$ cat src/rtl/uart_frame_rx.sv
// uart_frame_rx
// Receive-side frame decoder for the UART link. It drains the UART core's
// RX FIFO, hunts for the sync byte, and collects a 4-byte payload plus an
// XOR checksum. On a good frame it publishes the remote player's position
// and flags as registered outputs.
//
// Frame on the wire: SYNC, B0={flags,x[11:8]}, B1=x[7:0],
// B2={ignored,y[11:8]}, B3=y[7:0], CHK=B0^B1^B2^B3.
//
// Ports:
//   clk          system clock
//   rst          synchronous, active-high reset
//   rx_empty     RX FIFO empty flag
//   r_data[7:0]  RX FIFO head byte, valid while rx_empty=0
//   rd_uart      FIFO pop strobe (combinational, = !rx_empty)
//   pos_x[11:0]  remote X position
//   pos_y[11:0]  remote Y position
//   flags[3:0]   remote status flags
//   frame_valid  one-cycle pulse when a good frame is published
//   frame_err    one-cycle pulse on checksum mismatch or inter-byte timeout
//   err_cnt[7:0] saturating count of frame_err pulses
//                (present only when UART_FRAME_ERRCNT_EN is defined)
//
// Optional build macro: UART_FRAME_ERRCNT_EN adds the err_cnt output.

module uart_frame_rx #(
  parameter logic [7:0] SYNC_BYTE   = 8'hA5,
  parameter int         TIMEOUT_CYC = 50000,
  parameter int         TO_W        = 16
) (
  input  logic        clk,
  input  logic        rst,
  input  logic        rx_empty,
  input  logic [7:0]  r_data,
  output logic        rd_uart,
  output logic [11:0] pos_x,
  output logic [11:0] pos_y,
  output logic [3:0]  flags,
  output logic        frame_valid,
`ifdef UART_FRAME_ERRCNT_EN
  output logic [7:0]  err_cnt,
`endif
  output logic        frame_err
);

  typedef enum logic [1:0] {IDLE, PAYLOAD, CHECK} state_t;

  // Counter value on the cycle before it would reach TIMEOUT_CYC.
  localparam logic [TO_W-1:0] TO_LAST = TO_W'(TIMEOUT_CYC - 1);

  state_t          state_q, state_d;
  logic [1:0]      idx_q, idx_d;
  logic [7:0]      chk_q, chk_d;
  logic [TO_W-1:0] to_cnt_q, to_cnt_d;
  logic [3:0]      sh_flags_q, sh_flags_d;
  logic [11:0]     sh_x_q, sh_x_d;
  logic [11:0]     sh_y_q, sh_y_d;
  logic [11:0]     pos_x_q, pos_x_d;
  logic [11:0]     pos_y_q, pos_y_d;
  logic [3:0]      flags_q, flags_d;
  logic            frame_valid_q, frame_valid_d;
  logic            frame_err_q, frame_err_d;
  logic            consume;

  // The block never stalls the FIFO, so every non-empty cycle pops a byte,
  // even while in reset (those bytes are simply thrown away).
  assign rd_uart = !rx_empty;
  assign consume = !rx_empty;

  // Next-state logic: sync hunt, payload capture into shadow registers,
  // checksum verdict, and the inter-byte timeout. A byte arriving on the
  // cycle the counter would expire takes priority over the timeout.
  always_comb begin
    state_d       = state_q;
    idx_d         = idx_q;
    chk_d         = chk_q;
    to_cnt_d      = to_cnt_q;
    sh_flags_d    = sh_flags_q;
    sh_x_d        = sh_x_q;
    sh_y_d        = sh_y_q;
    pos_x_d       = pos_x_q;
    pos_y_d       = pos_y_q;
    flags_d       = flags_q;
    frame_valid_d = 1'b0;
    frame_err_d   = 1'b0;

    case (state_q)
      IDLE: begin
        to_cnt_d = '0;
        if (consume && (r_data == SYNC_BYTE)) begin
          state_d = PAYLOAD;
          idx_d   = 2'd0;
          chk_d   = 8'h00;
        end
      end

      PAYLOAD, CHECK: begin
        if (consume) begin
          to_cnt_d = '0;
          if (state_q == PAYLOAD) begin
            chk_d = chk_q ^ r_data;
            idx_d = idx_q + 2'd1;
            case (idx_q)
              2'd0: begin
                sh_flags_d     = r_data[7:4];
                sh_x_d[11:8]   = r_data[3:0];
              end
              2'd1: sh_x_d[7:0]  = r_data;
              2'd2: sh_y_d[11:8] = r_data[3:0];
              default: begin
                sh_y_d[7:0] = r_data;
                state_d     = CHECK;
              end
            endcase
          end else begin
            if (r_data == chk_q) begin
              pos_x_d       = sh_x_q;
              pos_y_d       = sh_y_q;
              flags_d       = sh_flags_q;
              frame_valid_d = 1'b1;
            end else begin
              frame_err_d = 1'b1;
            end
            state_d = IDLE;
          end
        end else if (to_cnt_q == TO_LAST) begin
          frame_err_d = 1'b1;
          to_cnt_d    = '0;
          state_d     = IDLE;
        end else begin
          to_cnt_d = to_cnt_q + TO_W'(1);
        end
      end

      default: state_d = IDLE;
    endcase
  end

`ifdef UART_FRAME_ERRCNT_EN
  logic [7:0] err_cnt_q, err_cnt_d;

  // Saturating error counter; each frame_err pulse counts once.
  always_comb begin
    err_cnt_d = err_cnt_q;
    if (frame_err_d && (err_cnt_q != 8'hFF)) begin
      err_cnt_d = err_cnt_q + 8'd1;
    end
  end

  always_ff @(posedge clk) begin
    if (rst) begin
      err_cnt_q <= 8'h00;
    end else begin
      err_cnt_q <= err_cnt_d;
    end
  end

  assign err_cnt = err_cnt_q;
`endif

  // State and output registers; reset drops any partial frame.
  always_ff @(posedge clk) begin
    if (rst) begin
      state_q       <= IDLE;
      idx_q         <= 2'd0;
      chk_q         <= 8'h00;
      to_cnt_q      <= '0;
      sh_flags_q    <= 4'h0;
      sh_x_q        <= 12'h000;
      sh_y_q        <= 12'h000;
      pos_x_q       <= 12'h000;
      pos_y_q       <= 12'h000;
      flags_q       <= 4'h0;
      frame_valid_q <= 1'b0;
      frame_err_q   <= 1'b0;
    end else begin
      state_q       <= state_d;
      idx_q         <= idx_d;
      chk_q         <= chk_d;
      to_cnt_q      <= to_cnt_d;
      sh_flags_q    <= sh_flags_d;
      sh_x_q        <= sh_x_d;
      sh_y_q        <= sh_y_d;
      pos_x_q       <= pos_x_d;
      pos_y_q       <= pos_y_d;
      flags_q       <= flags_d;
      frame_valid_q <= frame_valid_d;
      frame_err_q   <= frame_err_d;
    end
  end

  assign pos_x       = pos_x_q;
  assign pos_y       = pos_y_q;
  assign flags       = flags_q;
  assign frame_valid = frame_valid_q;
  assign frame_err   = frame_err_q;

endmodule

$ cat config.mk
export PLATFORM = sky130hd
export DESIGN_NAME = uart_frame_rx
export DESIGN_NICKNAME = d
export VERILOG_FILES = /design/src/rtl/uart_frame_rx.sv
export SDC_FILE = /design/constraint.sdc
export NUM_CORES = 1
export LEC_CHECK = 0
export ABC_AREA = 1
export CAP_MARGIN = 20
export CORE_AREA = 4 4 103 105
export DETAILED_ROUTE_END_ITERATION = 8
export DIE_AREA = 0 0 107 109
export PLACE_DENSITY = 0.6
export SLEW_MARGIN = 20
export SYNTH_ARGS = -nofsm -noshare
export SYNTH_HDL_FRONTEND = slang
export SYNTH_SLANG_ARGS = --single-unit
$ cat constraint.sdc
create_clock -name clk -period 2.1 [get_ports clk]
set_input_delay 0.21 -clock clk [delete_from_list [all_inputs] [get_ports clk]]
set_output_delay 0.21 -clock clk [all_outputs]
set_load 0.01 [all_outputs]
# Word level (Yosys, flattened, before mapping)
# Cells that the tools add are included.
dict set report classes {
  n_eq_ne 12
  n_bitwise 5
  add_sub_neg 2
  mux 22
  n_reduce_logical 16
}
# operator count
set ops {}
lappend ops {{two-way mux 16 bit} 2}
lappend ops {{one-hot mux 16 bit (2 select lines)} 1}
lappend ops {{two-way mux 8 bit} 3}
lappend ops {{AND reduction 4 bit} 6}
lappend ops {{adder 16 x 1 -> 16 bit (second input constant)} 1}
lappend ops {{equality test 16 bit (second input constant)} 1}
lappend ops {{two-way mux 2 bit} 8}
lappend ops {{one-hot mux 8 bit (2 select lines)} 1}
lappend ops {{equality test 8 bit} 1}
lappend ops {{equality test 8 bit (second input constant)} 1}
lappend ops {{one-hot mux 2 bit (2 select lines)} 2}
lappend ops {{bitwise XOR 8 bit} 1}
lappend ops {{!= test 2 bit (second input constant)} 3}
lappend ops {{two-way mux 1 bit} 5}
lappend ops {{equality test 2 x 1 -> 1 bit (second input constant)} 2}
lappend ops {{equality test 2 bit (second input constant)} 2}
lappend ops {{zero test 2 bit} 2}
lappend ops {{!= test 4 bit (second input constant)} 1}
lappend ops {{NOT 1 bit} 4}
lappend ops {{OR reduction 2 bit} 2}
lappend ops {{OR reduction 4 bit} 1}
lappend ops {{!= test 3 bit (second input constant)} 1}
lappend ops {{AND reduction 3 bit} 1}
lappend ops {{OR reduction 3 bit} 1}
lappend ops {{other kinds (4)} 4}
dict set report word_totals {
  out_inout_bits 31
  word_cells 71
  inputBits 11
  ff_bits 86
}

# Depth between registers and ports, before layout
# Gate-level depths: netlist of run 1.
dict set report depth {
  word_depth 6
  depth_mapped 11
  ltp_nobuf 11
}

# Worst setup path before layout of run 1
# OpenSTA, ideal clock, no wires.
dict set report synth_timing {
  kind {register -> register}
  start {reg state_q[0]}
  end {reg flags_q[0], in the netlist flags[0]}
  stages_incl_launch_ff 10
  arrival_time_ps 1546
  setup_ps 113
  path_buffers 2
  required_time_ps 1987
  slack_ps 442
  synth_period_minus_slack_ps 1658
  cell_sequence {dfxtp_1 -> inv_1 -> ha_1 -> inv_1 -> nor3_2 -> nand3_2 -> buf_6 -> buf_2 -> nor2_1 -> nor2_1}
}
dict set report synth_between {
  elab_chain_cells 3
  elab_cells_between_ends 5
}
# item line_no
set synth_lines {}
lappend synth_lines {{from (decl)} 51} ;# state_t state_q, state_d;
lappend synth_lines {{from (signal assigned)} 177} ;# state_q <= state_d;
lappend synth_lines {{equality test 2 x 1 -> 1 bit / equality test 2 bit (equally long branches)} {87, 100}}
lappend synth_lines {{OR reduction 2 bit / NOT 1 bit (equally long branches)} --}
lappend synth_lines {{AND reduction 4 bit (no line) *} --}
lappend synth_lines {{to (signal assigned)} 186} ;# flags_q <= flags_d;
lappend synth_lines {{to (decl)} 60} ;# logic [3:0] flags_q, flags_d;
# Every way passes the cells marked *; elsewhere a longest branch is shown, timed or not.
# A chain may end at the register's enable or synchronous reset.

# Worst setup path after layout of run 1
dict set report layout_timing {
  start {reg state_q[0]}
  end {reg chk_q[3]}
}
dict set report layout_between {
  elab_chain_cells 4
  elab_cells_between_ends 10
}
# item line_no
set layout_lines {}
lappend layout_lines {{equality test 2 x 1 -> 1 bit / equality test 2 bit (equally long branches)} {87, 100}}
lappend layout_lines {{OR reduction 2 bit} 87} ;# case (state_q)
lappend layout_lines {{!= test 2 bit (no line) / nonzero test 2 bit (equally long branches)} --}
lappend layout_lines {{AND reduction 4 bit (no line)} --}
lappend layout_lines {{to (signal assigned)} 179} ;# chk_q <= chk_d;
lappend layout_lines {{to (decl)} 53} ;# logic [7:0] chk_q, chk_d;
# Several ways; a longest one is shown, not always the timed one.

==> results of run 1 <==
-- power by group through the flow --
| stage | combinational, mW | sequential, mW | clock (mW) |
|---|---|---|---|
| after global routing | 0.803 | 1.79 | 1.22 |
| after global placement | 0.680 | 1.81 | 0 |
| final | 0.690 | 1.77 | 1.11 |
| after floorplan | 0.502 | 1.80 | 0 |
| after detailed placement | 0.693 | 1.81 | 0 |
| after CTS | 0.695 | 1.78 | 1.15 |
-- through the flow --
| stage | area [um2] | instances | setup slack [ps] |
|---|---|---|---|
| finish | 4611 | 751 | 240.1 |
| global route | 4611 | 751 | 28.90 |
| CTS | 4608 | 751 | 178.4 |
| detailed placement | 4413 | 735 | 183.7 |
| global placement | 4413 | 735 | 208.6 |
| floorplan | 3840 | 569 | 441.5 |
-- area by class of cell --
| class | instances | area (um2) | area share, % |
|---|---|---|---|
| Timing Repair Buffer | 53 | 513.0 | 11.13 |
| Multi-Input combinational cell | 396 | 1763 | 38.24 |
| Clock inverter | 6 | 57.56 | 1.248 |
| Inverter | 67 | 251.5 | 5.455 |
| Clock buffer | 10 | 137.6 | 2.985 |
| Sequential cell | 86 | 1722 | 37.34 |
| Tap cell | 133 | 166.4 | 3.609 |
-- cells by family (layout without fill, tap and decap cells) --
group	count (synthesis)	count (layout)	synth area share, %
simple gates	324	324	33.59
buf+inv	87	136	9.319
flops	86	86	44.84
compound gates	53	53	7.038
xor+xnor	10	10	2.281
fa+ha+maj	9	9	2.933
-- layout by cell type, fill, tap and decap left out, types with 3 or more instances in the layout --
cell and n:
nand3_1 12, nand4_1 3, inv_2 3, buf_4 11
clkbuf_8 10, clkdlybuf4s50_1 41, nor3_1 13, ha_1 8
inv_1 62, dfxtp_1 86, nand2_1 141, xnor2_1 7
xor2_1 3, or2_2 7, a21oi_1 20, nor2_1 144
o21ai_0 29
-- sequential cells by signal (all words and copies together), names as in the netlist, 2 cells and up --
name	count
pos_x	12
chk_q	8
pos_y	12
sh_flags_q	4
sh_y_q	12
flags	4
idx_q	2
to_cnt_q	16
sh_x_q	12
state_q	2
-- critical path, stage by stage (launching register included) --
cell,delay [ps]
dfxtp_1,400
inv_1,80
ha_2,390
nand2_1,80
nor2_2,170
a21oi_1,60
a21oi_1,190
buf_4,210
nand2_1,70
nand2_1,60
nor2_1,40
-- worst max path at each step --
stage | slack [ps] | depth (start not counted) | endpoint | startpoint
2_1_floorplan | 440 | 9 | flags[0] | state_q[0]
3_5_place_dp | 180 | 8 | flags[1] | r_data[2]
6_report | 240 | 10 | chk_q[3] | state_q[0]
4_1_cts | 180 | 10 | chk_q[3] | state_q[0]
5_1_grt | 30 | 10 | chk_q[1] | state_q[0]
3_3_place_gp | 210 | 8 | flags[1] | state_q[0]
-- metal layers --
layer,up-vias,routed length [um]
li1,1816,-
met1,1439,4112
met2,46,3620
met3,4,334
met4,0,68
met5,-,0
==> impl_metrics.json, run 1 <==
{
  "critPathCaptureType": "flop",
  "coreArea_mm2": 0.009639,
  "ant_nets": 0,
  "combPwrFrac_pct": 19.3,
  "intPower_mw": 2.488,
  "syn-instance-count": 569,
  "path_class": "reg2reg",
  "arrival_ps": 2120,
  "final_core_util_pct": 47.83,
  "ys_seq_elements": 86,
  "post_cts_resized": 0,
  "postCtsSetupRepairBufs": 0,
  "htree_levels": 3,
  "die_x_um": 107,
  "wl_mm": 8.136,
  "reg2reg_to": "chk_q[3]",
  "seq_power_share_pct": 49.6,
  "synth.area.top_cells": "dfxtp_1 (45%), nor2_1 (14%), nand2_1 (14%)",
  "reg2reg_slack_ps": 240,
  "pwr-share-clk_pct": 31.1,
  "ios": 42,
  "cellPowerDensity_mw_per_mm2": 776.2,
  "power.leakage_nw": 2.099,
  "busiest_layer": "met2",
  "viasPerCell": 4.401,
  "syn-num-nets": 589,
  "antennaDiodeCount": 0,
  "fillCellCount": 1015,
  "drt_iter0_drc": 164,
  "via_count": 3305,
  "min_path_type": "reg2reg",
  "cts_made_buffers": 9,
  "setup-tns-final_ps": 0,
  "tritoncts": "yes",
  "synth_top_area_share_pct": 44.84,
  "reg2reg_from": "state_q[0]",
  "grt_pass1_wl_mm": 13.99,
  "cts_buffer_depth": 2,
  "setup_violations": 0,
  "clock_latency_ps": 350,
  "io_buffers": 41,
  "dp_hpwl_mm": 5.904,
  "rsz0062_at_grt": "no",
  "clk_pin_slew_ps": 100,
  "synthArstFlopShare_pct": 0,
  "met1_usage_pct": 20.14,
  "fin_worst_skew_ps": 12.04,
  "grt_max_degree": 61,
  "antenna_found_initial": 0,
  "initial_core_util_pct": 39.84,
  "ys_top_cells_by_count": "nor2_1 (144), nand2_1 (141), dfxtp_1 (86), inv_1 (62), o21ai_0 (29)",
  "min_to": "pos_y[11]",
  "ir_drop_uv": 361.1,
  "cts_hold_buf": 0,
  "synth_most_common_cell": "nor2_1",
  "netlist_area_mm2": 0.003840,
  "holdWs_ps": 489.4,
  "finalCritPeriodShare_pct": 88.57,
  "r2r_cells": 10,
  "timing.final.crit_period_ps": 1860,
  "grt_usage_pct": 14.85,
  "hold_depth": 2,
  "drc": 0,
  "maxCapViolations": 0,
  "synth_edf_count": 0,
  "cts_root_buf": "clkbuf_8",
  "worst_pin_slew_ps": 371.1,
  "worstHoldStart": "sh_y_q[11]",
  "status": "complete, no violations",
  "maxSlewHeadroom_pct": 75.07,
  "overflow": 0,
  "syn_area_per_cell_um2": 6.749,
  "synth_ff_type": "dfxtp_1",
  "cts_sinks": 86,
  "layout-drive-gt1-share_pct": 6.958,
  "first_pass_iters": 4,
  "grt_pass1_vias": 3026,
  "slew_viol_final": 0,
  "use_met2_pct": 23.61,
  "synth_largest_area_cell": "dfxtp_1",
  "yosysSeqAreaShare_pct": 44.84,
  "critPathMaxFanout": 12,
  "rows": 36,
  "fp.dieArea_mm2": 0.01166,
  "switching_share_pct": 30.48,
  "gp_congestion": 0.8167,
  "fin_nets": 633,
  "avgRoutedWirePerCell_um": 10.83,
  "p_switching_mw": 1.091,
  "synth_cell_types": 27,
  "crit_required_ps": 2360,
  "fmax_mhz": 537.7,
  "yosysWarnings": 0,
  "hold_violations": 0,
  "chipHeight_um": 109,
  "startpoint_type": "flop",
  "use_met3_pct": 3.197,
  "area_growth_pct": 20.07,
  "power_mw": 3.579
}
Note: power is estimated with default switching activity, not from simulation.
==> inputs of run 2 (changes only) <==
- CTS_BUF_LIST: not set -> sky130_fd_sc_hd__clkbuf_8 sky130_fd_sc_hd__clkbuf_16
- SETUP_SLACK_MARGIN: not set -> 0.5
==> run 2 against run 1 <==
Net effect:
- via count up 5.2%
- combinational power up 42%
- fmax up 11%
==> impl_metrics.json, run 2 (synthesized netlist as in run 1, its figures left out) <==
{
  "status": "complete, no violations",
  "layout_commonest_cell": "nor2_1",
  "slowest_delay_ps": 400,
  "path_class": "reg2reg",
  "antennaDiodeCount": 0,
  "critPathCaptureType": "flop",
  "cts_buffer_depth": 2,
  "initial_core_util_pct": 39.84,
  "power.leakage_nw": 2.224,
  "rsz0062_at_grt": "yes",
  "avgRoutedWirePerCell_um": 11.57,
  "overflow": 0,
  "maxSlewHeadroom_pct": 71.47,
  "setup-tns-final_ps": 0,
  "reg2reg_slack_ps": 430,
  "crit_chain": "inv_4, ha_4, nand2_4, nor2_4, a21oi_2, a21oi_4, buf_6, nand2_2, nand2_1, nor2_1",
  "arrival_ps": 1930,
  "min_path_type": "in2reg",
  "final_cells": 761,
  "clk_pin_slew_ps": 90,
  "viasPerCell": 4.570,
  "maxCapViolations": 0,
  "first_pass_iters": 5,
  "tritoncts": "yes",
  "drt_iter0_drc": 179,
  "worst_pin_slew_ps": 424.7,
  "layout_common_cells": "nor2_1 (141), nand2_1 (120), dfxtp_1 (83), inv_1 (57), clkdlybuf4s50_1 (40)",
  "dp_hpwl_mm": 5.683,
  "dp_cells": 730,
  "min_to": "frame_err",
  "die_x_um": 107,
  "grt_usage_pct": 14.91,
  "layout-drive-gt1-share_pct": 14.97,
  "cts_made_buffers": 9,
  "htree_levels": 3,
  "cts_sinks": 86,
  "largest_reg_flops": 16,
  "ant_nets": 0,
  "worstHoldStart": "rx_empty",
  "slowest_stage": "dfxtp_4",
  "hold_violations": 0,
  "holdWs_ps": 459.8,
  "fmax_mhz": 599.3,
  "drc": 0,
  "chipHeight_um": 109,
  "finalInstanceArea_mm2": 0.004928,
  "hold_depth": 3,
  "critPathMaxFanout": 5,
  "cts_root_buf": "clkbuf_8",
  "crit_path_start": "state_q[0]",
  "reg2reg_to": "chk_q[5]",
  "coreArea_mm2": 0.009639,
  "crit_required_ps": 2360,
  "cellPowerDensity_mw_per_mm2": 813.3,
  "r2r_cells": 10,
  "slew_viol_final": 0,
  "place_area_mm2": 0.004400,
  "grt_pass1_wl_mm": 13.90,
  "finalCritPeriodShare_pct": 79.45,
  "wl_mm": 8.803,
  "fin_nets": 643,
  "grt_max_degree": 70,
  "io_buffers": 41,
  "setup_violations": 0,
  "timing.final.crit_period_ps": 1669,
  "area_growth_pct": 28.35,
  "reg2reg_from": "state_q[0]",
  "clock_latency_ps": 360,
  "via_count": 3478,
  "gp_congestion": 0.8253,
  "grt_pass1_vias": 3046,
  "ios": 42,
  "cts_hold_buf": 0,
  "ir_drop_uv": 429.2,
  "startpoint_type": "flop",
  "fp.dieArea_mm2": 0.01166,
  "fin_worst_skew_ps": 10.56,
  "largest_register": "to_cnt_q",
  "antenna_found_initial": 0,
  "rows": 36
}
-- run 2: cell types whose count changed in the layout (fill, tap and decap cells not counted), moves of 4 or more --
cell and change:
nand2_2 +14, buf_6 +6, nand2_4 +8, inv_1 -5
nand2_1 -21, inv_6 +4
-- run 2: worst max path at each step --
stage / end / slack [ps] / depth (start not counted)
2_1_floorplan: flags[0] / 520 / 9
3_3_place_gp: to_cnt_q[10] / 240 / 7
3_5_place_dp: to_cnt_q[1] / 190 / 7
4_1_cts: to_cnt_q[14] / 470 / 11
5_1_grt: chk_q[7] / 310 / 10
6_report: chk_q[5] / 430 / 10
-- run 2: worst max-delay path: cells and delay by family, from the launching register on --
kind | cells | cell delay, ps
and+or+nand+nor | 5 | 410
DFF | 1 | 400
buffers and inverters | 2 | 210
AOI/OAI and AO/OA | 2 | 260
adders and majority gates | 1 | 300
-- run 2: timing repair --
item                                    4_1_cts  5_1_grt
pin swaps                                     0        5
endpoints found under the setup margin       75       81
gates cloned                                  2        3
hold endpoints to repair                      0        0
resized for setup                            21       53
setup buffers                                 5        5
-- run 2: through the flow --
stage	power (mW)	worst slack (ps)	util (%)
detailed placement	2.501	188.9	45.65
floorplan	2.326	518.4	-
global route	4.232	314.0	51.13
CTS	3.881	473.7	48.90
finish	4.008	431.5	51.13
global placement	2.476	241.5	45.65
-- run 2: area by class of cell --
| class | count | area [um2] |
|---|---|---|
| repair buffers | 61 | 606.8 |
| well taps | 133 | 166.4 |
| fillers | 992 | 4711 |
| repair inverters | 1 | 5.005 |
| clock inverters | 7 | 88.84 |
| flip-flops and latches | 86 | 1728 |
| multi-input cells | 397 | 1934 |
| clock buffers | 9 | 123.9 |
| inverters | 67 | 275.3 |
-- run 2: layer usage --
| metal | routed length (um) | GRT usage (%) |
|---|---|---|
| met5 | 0 | 0 |
| met4 | 132 | 6.484 |
| met3 | 246 | 2.072 |
| met2 | 4082 | 24.37 |
| met1 | 4342 | 19.77 |
-- run 2: report_power, final --
group | internal, mW | switching, mW | total [mW]
Combinational | 0.431 | 0.549 | 0.980
Sequential | 1.72 | 0.0658 | 1.79
Clock | 0.577 | 0.663 | 1.24
Total | 2.73 | 1.28 | 4.01
